File: src/rtl/seq_ripple_adder.sv
// Multi-cycle adder/subtractor: one CHUNK-bit slice per clock, carry held
// in a register between slices; result published only when all are done.
module seq_ripple_adder #(
  parameter int WIDTH = 32,
  parameter int CHUNK = 8
) (
  input  logic             clk,
  input  logic             rst_n,
  input  logic             start,
  input  logic [WIDTH-1:0] a,
  input  logic [WIDTH-1:0] b,
  input  logic             cin,
  input  logic             sub,
  output logic             busy,
  output logic             done,
  output logic [WIDTH-1:0] sum,
  output logic             cout,
  output logic             ovf
);

  localparam int N  = WIDTH / CHUNK;
  localparam int IW = (N > 1) ? $clog2(N) : 1;

  typedef enum logic [1:0] {
    IDLE,
    RUN,
    DONE
  } state_t;

  state_t           state_q;
  logic [WIDTH-1:0] a_q;
  logic [WIDTH-1:0] b_q;
  logic [WIDTH-1:0] acc_q;
  logic [WIDTH-1:0] acc_d;
  logic             c_q;
  logic             c_d;
  logic [IW-1:0]    idx_q;
  logic             last;

  logic [CHUNK-1:0] ach;
  logic [CHUNK-1:0] bch;
  logic [CHUNK:0]   add;
  logic [CHUNK-1:0] s;
  logic             cmsb;

  // Operands shift down so the active slice is always the low chunk;
  // the partial result shifts in from the top.
  always_comb begin
    ach   = a_q[CHUNK-1:0];
    bch   = b_q[CHUNK-1:0];
    add   = {1'b0, ach} + {1'b0, bch} + (CHUNK+1)'(c_q);
    s     = add[CHUNK-1:0];
    c_d   = add[CHUNK];
    cmsb  = s[CHUNK-1] ^ ach[CHUNK-1] ^ bch[CHUNK-1];
    acc_d = (acc_q >> CHUNK) | (WIDTH'(s) << (WIDTH - CHUNK));
    last  = (idx_q == IW'(N - 1));
  end

  always_ff @(posedge clk) begin
    if (!rst_n) begin
      state_q <= IDLE;
      a_q     <= '0;
      b_q     <= '0;
      acc_q   <= '0;
      c_q     <= 1'b0;
      idx_q   <= '0;
      busy    <= 1'b0;
      done    <= 1'b0;
      sum     <= '0;
      cout    <= 1'b0;
      ovf     <= 1'b0;
    end else begin
      unique case (state_q)
        IDLE: begin
          done <= 1'b0;
          if (start) begin
            a_q     <= a;
            b_q     <= sub ? ~b : b;
            c_q     <= sub | cin;
            idx_q   <= '0;
            busy    <= 1'b1;
            state_q <= RUN;
          end
        end
        RUN: begin
          a_q   <= a_q >> CHUNK;
          b_q   <= b_q >> CHUNK;
          c_q   <= c_d;
          acc_q <= acc_d;
          idx_q <= idx_q + IW'(1);
          if (last) begin
            sum     <= acc_d;
            cout    <= c_d;
            ovf     <= c_d ^ cmsb;
            busy    <= 1'b0;
            done    <= 1'b1;
            state_q <= DONE;
          end
        end
        DONE: begin
          done    <= 1'b0;
          state_q <= IDLE;
        end
        default: state_q <= IDLE;
      endcase
    end
  end

endmodule
File: config.mk
export PLATFORM = sky130hd
export DESIGN_NAME = seq_ripple_adder
export DESIGN_NICKNAME = d
export VERILOG_FILES = /design/src/rtl/seq_ripple_adder.sv
export SDC_FILE = /design/constraint.sdc
export NUM_CORES = 1
export LEC_CHECK = 0
export CAP_MARGIN = 20
export CORE_AREA = 2 2 105 107
export DETAILED_ROUTE_END_ITERATION = 8
export DIE_AREA = 0 0 107 109
export DONT_BUFFER_PORTS = 1
export PLACE_DENSITY = 0.71
export SYNTH_ARGS = -nofsm -noshare
export SYNTH_HDL_FRONTEND = slang
export SYNTH_SLANG_ARGS = --single-unit
File: constraint.sdc
create_clock -name clk -period 2.6 [get_ports clk]
set_clock_uncertainty 0.1 [all_clocks]
set_input_delay 0.65 -clock clk [delete_from_list [all_inputs] [get_ports clk]]
set_output_delay 0.65 -clock clk [all_outputs]
set_load 0.01 [all_outputs]
==> run summary <==
For this block, the routed nets add up to 13000 um of wire. The initial core utilization is 0.517, and the clock tree buffer depth is 2. For the net count reported at finish, the log shows 716. Global routing finished with a remaining overflow of 0.

The logs give 1.19 mW for the switching power and 0.141 ns for the worst setup slack before clock tree synthesis. The port buffer count is 0. The number of filler cells placed in the layout was 959. The worst-case IR drop observed on VDD is 0.000559 V. The run gives 0 as the post-detailed-route count of antenna-violating nets.

The run gives 0 as the post-cts gate resize count. Hold is met by 0.182 ns. Relative to the synthesized area, the layout overhead comes to 11.8%. The floorplan step defined a die boundary enclosing 11700 um^2. After clock tree synthesis, the clock-pin slew on the worst setup and hold paths is 0.06 ns. 0 antenna diodes ended up in the layout. Cell area after placement: 5560 um^2. The met2 wire length is 6580 um. The most used flip-flop cell after synthesis is sky130_fd_sc_hd__dfxtp_1. The sink count of the clock tree is 129, and the worst reg-to-reg setup slack is 0.14 ns.

Of all nets on the critical path, the largest fanout is 3. The first detailed-routing pass ran for 6 iterations. For this design, the CTS-stage hold fixing added 0 buffers.

Setup violations remaining at the end of the flow were counted as 0. The number of antenna violations at the first check in global routing came out at 0. The count of flip-flops with a built-in enable after synthesis works out to 0.

The net count after synthesis is 737, and the final weighted congestion in routability-driven placement is 0.865. The worst relative slew slack was 0.614; the portion of the clock cycle consumed by the worst path in the final layout was 0.946. The synthesis warning total is 0.

For the clock share of power, the log shows 0.471. Once the clock tree was built, the setup fixing pass inserted 0 buffers. Entering global routing, the biggest net connects 41 pins. The number of vias per cell after detailed routing is 5.80.

The highest metal layer carrying signal wires in the routed design is met4. For the required time at the worst-slack endpoint, the log shows 2.89 ns. The total power density per cell area is 797 nW/um^2, and the number of primary I/O pins is 105.

The clock period could shrink to 2.46 ns. STA classifies the critical path startpoint as a register. Max-cap violations in this run came to 0. For the pin with the worst max-slew slack, the measured transition is 0.579 ns.

The mean routed wirelength per cell is 16.5 um. For the first-pass GRT wire length, the log shows 20900 um. The synthesized flop and latch total is 129, and the count of vias placed by the detailed router is 4573.

The tools report the total global routing track utilization as 0.228. Clock tree synthesis selected as its root buffer the cell sky130_fd_sc_hd__clkbuf_8. The standby leakage power was 2.27 nW. The H-tree depth is 4, and the post-detailed-route DRC marker count is 0.

Once detailed placement completed, the half-perimeter wirelength came to 8860 um. The final design instance area without fill came out at 6130 um^2. The switching part of the total came out at 0.243.

The cell area that synthesis handed to floorplanning was 5480 um^2. The floorplan has 38 rows. The flow ran to the end, and the final reports show no timing, DRC or antenna violations. The later pin in the worst-skew pair is clocked with a latency of 0.51 ns. The die outline height was 109 um. The run gives 4317 as the via count of the first global-routing pass.

The kind of end point of the critical path was a register. The critical path class was reg2reg. Detailed routing placed a total of 770 um of wire on met3. The internal power of the cells totals 3.70 mW. TritonCTS built the clock tree.

In this run the horizontal extent of the chip is 107 um. After synthesis, the mean cell area works out to 8.33 um^2. The first routing iteration left 502 violations. The TritonCTS buffer count was 17. The tools report the highest achievable clock rate as 407 MHz. The power share of the combinational group is 0.090, and the share of post-route cells with drive strength above 1 is 0.0895.

Across all setup checks in the final design, the least slack found is 0.140 ns. For the number of pins with negative max-slew slack in the final report, the log shows 0. The floorplan step defined a core boundary enclosing 10600 um^2. The number of endpoints with negative hold slack in the final report came out at 0. For the final routed database, the setup TNS stands at 0 ns. The tools report the met1 wire length as 5470 um. The worst hold path belongs to the class in2reg. For the worst setup path, the data arrival time is 2.75 ns. The share of async-settable or async-resettable flops after synthesis was 0; the sequential group share of total power was 0.439. The post-synthesis sequential area ratio came out at 0.471. Synthesis produced a netlist whose cell count is 658.

Setup repair after global routing left no endpoint under its margin. For the number of distinct library cells after synthesis, the log shows 43.
-- routing by layer --
layer,global-route usage,up-vias
li1,-,2266
met5,0,-
met4,0.0724,0
met1,0.275,2131
met2,0.398,159
met3,0.0616,17
-- final timing paths --
path,startpoint,to,cells past startpoint
worst min register to register,acc_q[15]$_SDFFE_PN0P_,sum[7]$_SDFFE_PN0P_,2
worst max-delay path,a_q[0]$_SDFFE_PN0P_,ovf$_SDFFE_PN0P_,9
worst min-delay path,rst_n,c_q$_SDFFE_PN0P_,1
worst max register to register,a_q[0]$_SDFFE_PN0P_,ovf$_SDFFE_PN0P_,9
-- state kept, by name, summed over array words and instances, names as in the netlist --
name     flops
ovf          1
c_q          1
a_q         32
acc_q       24
b_q         32
state_q      2
sum         32
busy         1
cout         1
idx_q        2
done         1
-- cell type report --
type | count | area [um^2] | area share
clock buffers | 17 | 414 | 0.0675
clock inverters | 13 | 164 | 0.0267
inverters | 8 | 30.0 | 0.00490
multi-input cells | 466 | 2640 | 0.431
flip-flops and latches | 129 | 2580 | 0.421
well taps | 140 | 175 | 0.0286
repair buffers | 15 | 125 | 0.0204
-- cell usage in the layout, fill, tap and decap left out, types with 3 or more instances in the layout --
cell type / count
sky130_fd_sc_hd__a211oi_1: 7
sky130_fd_sc_hd__a21oi_1: 78
sky130_fd_sc_hd__inv_2: 3
sky130_fd_sc_hd__clkinvlp_4: 5
sky130_fd_sc_hd__and2_1: 3
sky130_fd_sc_hd__xnor2_1: 3
sky130_fd_sc_hd__o21a_1: 3
sky130_fd_sc_hd__ha_1: 8
sky130_fd_sc_hd__xor2_1: 33
sky130_fd_sc_hd__a222oi_1: 24
sky130_fd_sc_hd__o21ai_0: 41
sky130_fd_sc_hd__buf_4: 14
sky130_fd_sc_hd__nand3_1: 6
sky130_fd_sc_hd__nor2_1: 80
sky130_fd_sc_hd__a22oi_1: 17
sky130_fd_sc_hd__dfxtp_1: 129
sky130_fd_sc_hd__nand2_1: 122
sky130_fd_sc_hd__clkbuf_16: 16
sky130_fd_sc_hd__o221ai_1: 13
sky130_fd_sc_hd__inv_1: 5
sky130_fd_sc_hd__bufinv_16: 3
-- synth_stat cells, drive strengths merged, types with 3 or more instances --
library cell / instances / area, um^2
nor2: 81 / 312
nand2: 122 / 458
buf: 22 / 109
and2: 3 / 18.8
xnor2: 3 / 26.3
dfxtp: 129 / 2580
o21ai: 42 / 210
o221ai: 13 / 114
nand3: 6 / 30.0
ha: 8 / 100
clkbuf: 33 / 124
a211oi: 9 / 77.6
a22oi: 17 / 128
a222oi: 24 / 240
o21a: 3 / 22.5
inv: 8 / 30.0
xor2: 33 / 289
o211ai: 3 / 27.5
a21oi: 79 / 399
-- power by group through the flow --
stage	Combinational (mW)	Clock, mW	Sequential, mW
floorplan	0.369	0	2.16
global placement	0.422	0	2.18
detailed placement	0.435	0	2.19
CTS	0.439	2.35	2.14
global route	0.493	2.45	2.16
finish	0.440	2.31	2.15
-- stage by stage --
stage                     power, mW   util  instances
after floorplan                2.53      -        658
after global placement         2.60  0.524        758
after detailed placement       2.62  0.524        758
after CTS                      4.93  0.578        788
after global routing           5.09  0.578        788
final                          4.89  0.578        788
-- cell families (layout without fill, tap and decap cells) --
kind of cell	count (synthesis)	in the layout	share of synthesized area
xor+xnor	36	36	0.0575
fa+ha+maj	10	10	0.0256
flops	129	129	0.471
simple gates	219	219	0.158
compound gates	201	201	0.240
buf+inv	63	53	0.0479
-- worst max-delay path, cell delays in order (launching register included) --
cell                       delay (ns)
sky130_fd_sc_hd__dfxtp_1         0.31
sky130_fd_sc_hd__inv_1           0.09
sky130_fd_sc_hd__fa_1            0.21
sky130_fd_sc_hd__inv_1           0.07
sky130_fd_sc_hd__fa_1            0.44
sky130_fd_sc_hd__a211oi_2        0.32
sky130_fd_sc_hd__o211ai_2        0.14
sky130_fd_sc_hd__a211o_1         0.31
sky130_fd_sc_hd__a221oi_1        0.29
sky130_fd_sc_hd__a211oi_2        0.08
Power figures use the tool's default switching activity.
==> RTL change: new RTL, same settings <==
Change the parameter `CHUNK` from 8 to 16.
--- a/src/rtl/seq_ripple_adder.sv
+++ b/src/rtl/seq_ripple_adder.sv
@@ -2,7 +2,7 @@
 // in a register between slices; result published only when all are done.
 module seq_ripple_adder #(
   parameter int WIDTH = 32,
-  parameter int CHUNK = 8
+  parameter int CHUNK = 16
 ) (
   input  logic             clk,
   input  logic             rst_n,
Check against the original RTL: not equivalent (a bounded check fails within 4 cycles, from zero or initial values and one cycle with rst_n low).
==> RTL change against the unedited design <==
Hold slack worse by 4.5 ps. Sequential cell count down 9. Fmax up 1.4%. Synthesized cell count up 0.46%. Global-route usage up 0.50 points. Synthesized area up 0.43%. Core utilization up 0.39 points. Design area up 0.67%. Non-clock buffer count down 3. Setup slack better by 35 ps. Routed wire length up 1.5%. Total power up 1.3%. Via count up 1.1%. Largest cell class unchanged.
==> RTL change: results (changes against the unedited design) <==
Critical path
  • CP max-delay cell: fa_2
  • Worst-path maximum fanout: 6 (+3)
  • Worst EP arrival: 2710 ps (-40 ps)
  • Reg-to-Reg End: acc_q[28]
  • Crit-path max cell delay: 390 ps (-50 ps)
  • Critical path capture point: acc_q[28]
  • R2R setup slack: 180 ps (+30 ps)

Power and ir drop
  • Peak VDD IR: 0.0004349 V (-22%)
  • Leakage: 2.378 nW (+4.7%)

STA
  • Post-route clock period utilization: 0.9326 (-0.01342)
  • Final hold slack: 177.0 ps (-4.517 ps)
  • Slew margin rel.: 0.5255 (-0.08835)

Global route
  • Gr usage total: 0.2332 (+0.004969)
  • Number of global-route vias before repair: 4301 (-0.37%)
  • Largest net degree at the start of global routing: 69 (+68%)

Logic synthesis
  • Top post-synthesis cells by count: dfxtp_1 (120), nand2_1 (98), nor2_1 (93)
  • Yosys cell types: 54 (+26%)
  • Register area share after synthesis: 0.4362 (-0.03474)
  • Largest cells by area after synthesis: dfxtp_1 (44%), nand2_1 (6.7%), nor2_1 (6.3%), xor2_1 (5.7%), a21oi_1 (5.6%)
  • Synth Net Count: 747 (+1.4%)
  • Mean Syn Cell Area: 8.332 um2 (about the same)

Placed design
  • Post-Place Worst Slack: 156.5 ps (+15.96 ps)
  • Dpl cells: 762 (+0.53%)
  • Detail Placement HPWL: 9256 um (+4.4%)
  • Placed Area: 5587 um2 (+0.56%)
  • GP Congestion: 0.8501 (-1.7%)

Detailed routing
  • Via-per-instance ratio: 5.824 (+0.35%)
  • Via count: 4624 (+1.1%)
  • DR iter-0 viols: 273 (-46%)
  • WL/cell: 16.62 um (+0.73%)
  • DR pass1 iterations: 6 (unchanged)

Finish
  • Sequential cell count: 120 (-7.0%)
  • Signal inverters: 7 (-1)
  • Register area: 2402 um2 (-7.0%)
  • Clock network share of area: 0.09443 (+0.0001805)
  • #MultiIn Comb: 483 (+3.6%)
  • Non-clk buf share: 0.02067 (+0.0002688)
  • Seq area share: 0.3891 (-0.03200)
  • Layout cells sized above 1: 0.09327 (+0.003766)
  • Filler cell count: 949 (-1.0%)
  • Fraction of area in multi-input gates: 0.4632 (+0.03238)

Outcome
  • Status: finished clean

Min path
  • Worst hold path depth: 2 (+1)
  • Worst min-delay path endpoint: acc_q[29]
==> RTL change: report_power, final <==
| group | leakage, nW | switching, mW | internal [mW] |
|---|---|---|---|
| Sequential | 0.980 | 0.0800 | 1.95 |
| Combinational | 1.12 | 0.377 | 0.250 |
| Clock | 0.282 | 0.874 | 1.42 |
| Total | 2.38 | 1.33 | 3.62 |
==> RTL change: cells by family (layout without fill, tap and decap cells) <==
kind of cell	count (synthesis)	count (layout)	synth area share
mux	1	1	0.001817
flops	120	120	0.4362
compound gates	196	196	0.2394
fa+ha+maj	17	17	0.04135
simple gates	227	227	0.1652
buf+inv	58	51	0.04793
xor+xnor	42	42	0.06815
==> RTL change: layer usage <==
metal / share of wire / track usage / routed length, um / vias to the layer above
met1: 0.45 / 0.2897 / 5957 / 2166
met3: 0.079 / 0.07711 / 1045 / 15
met2: 0.46 / 0.3808 / 6039 / 151
met4: 0.012 / 0.08256 / 155 / 0
met5: 0 / 0 / 0 / -
li1: - / - / - / 2292
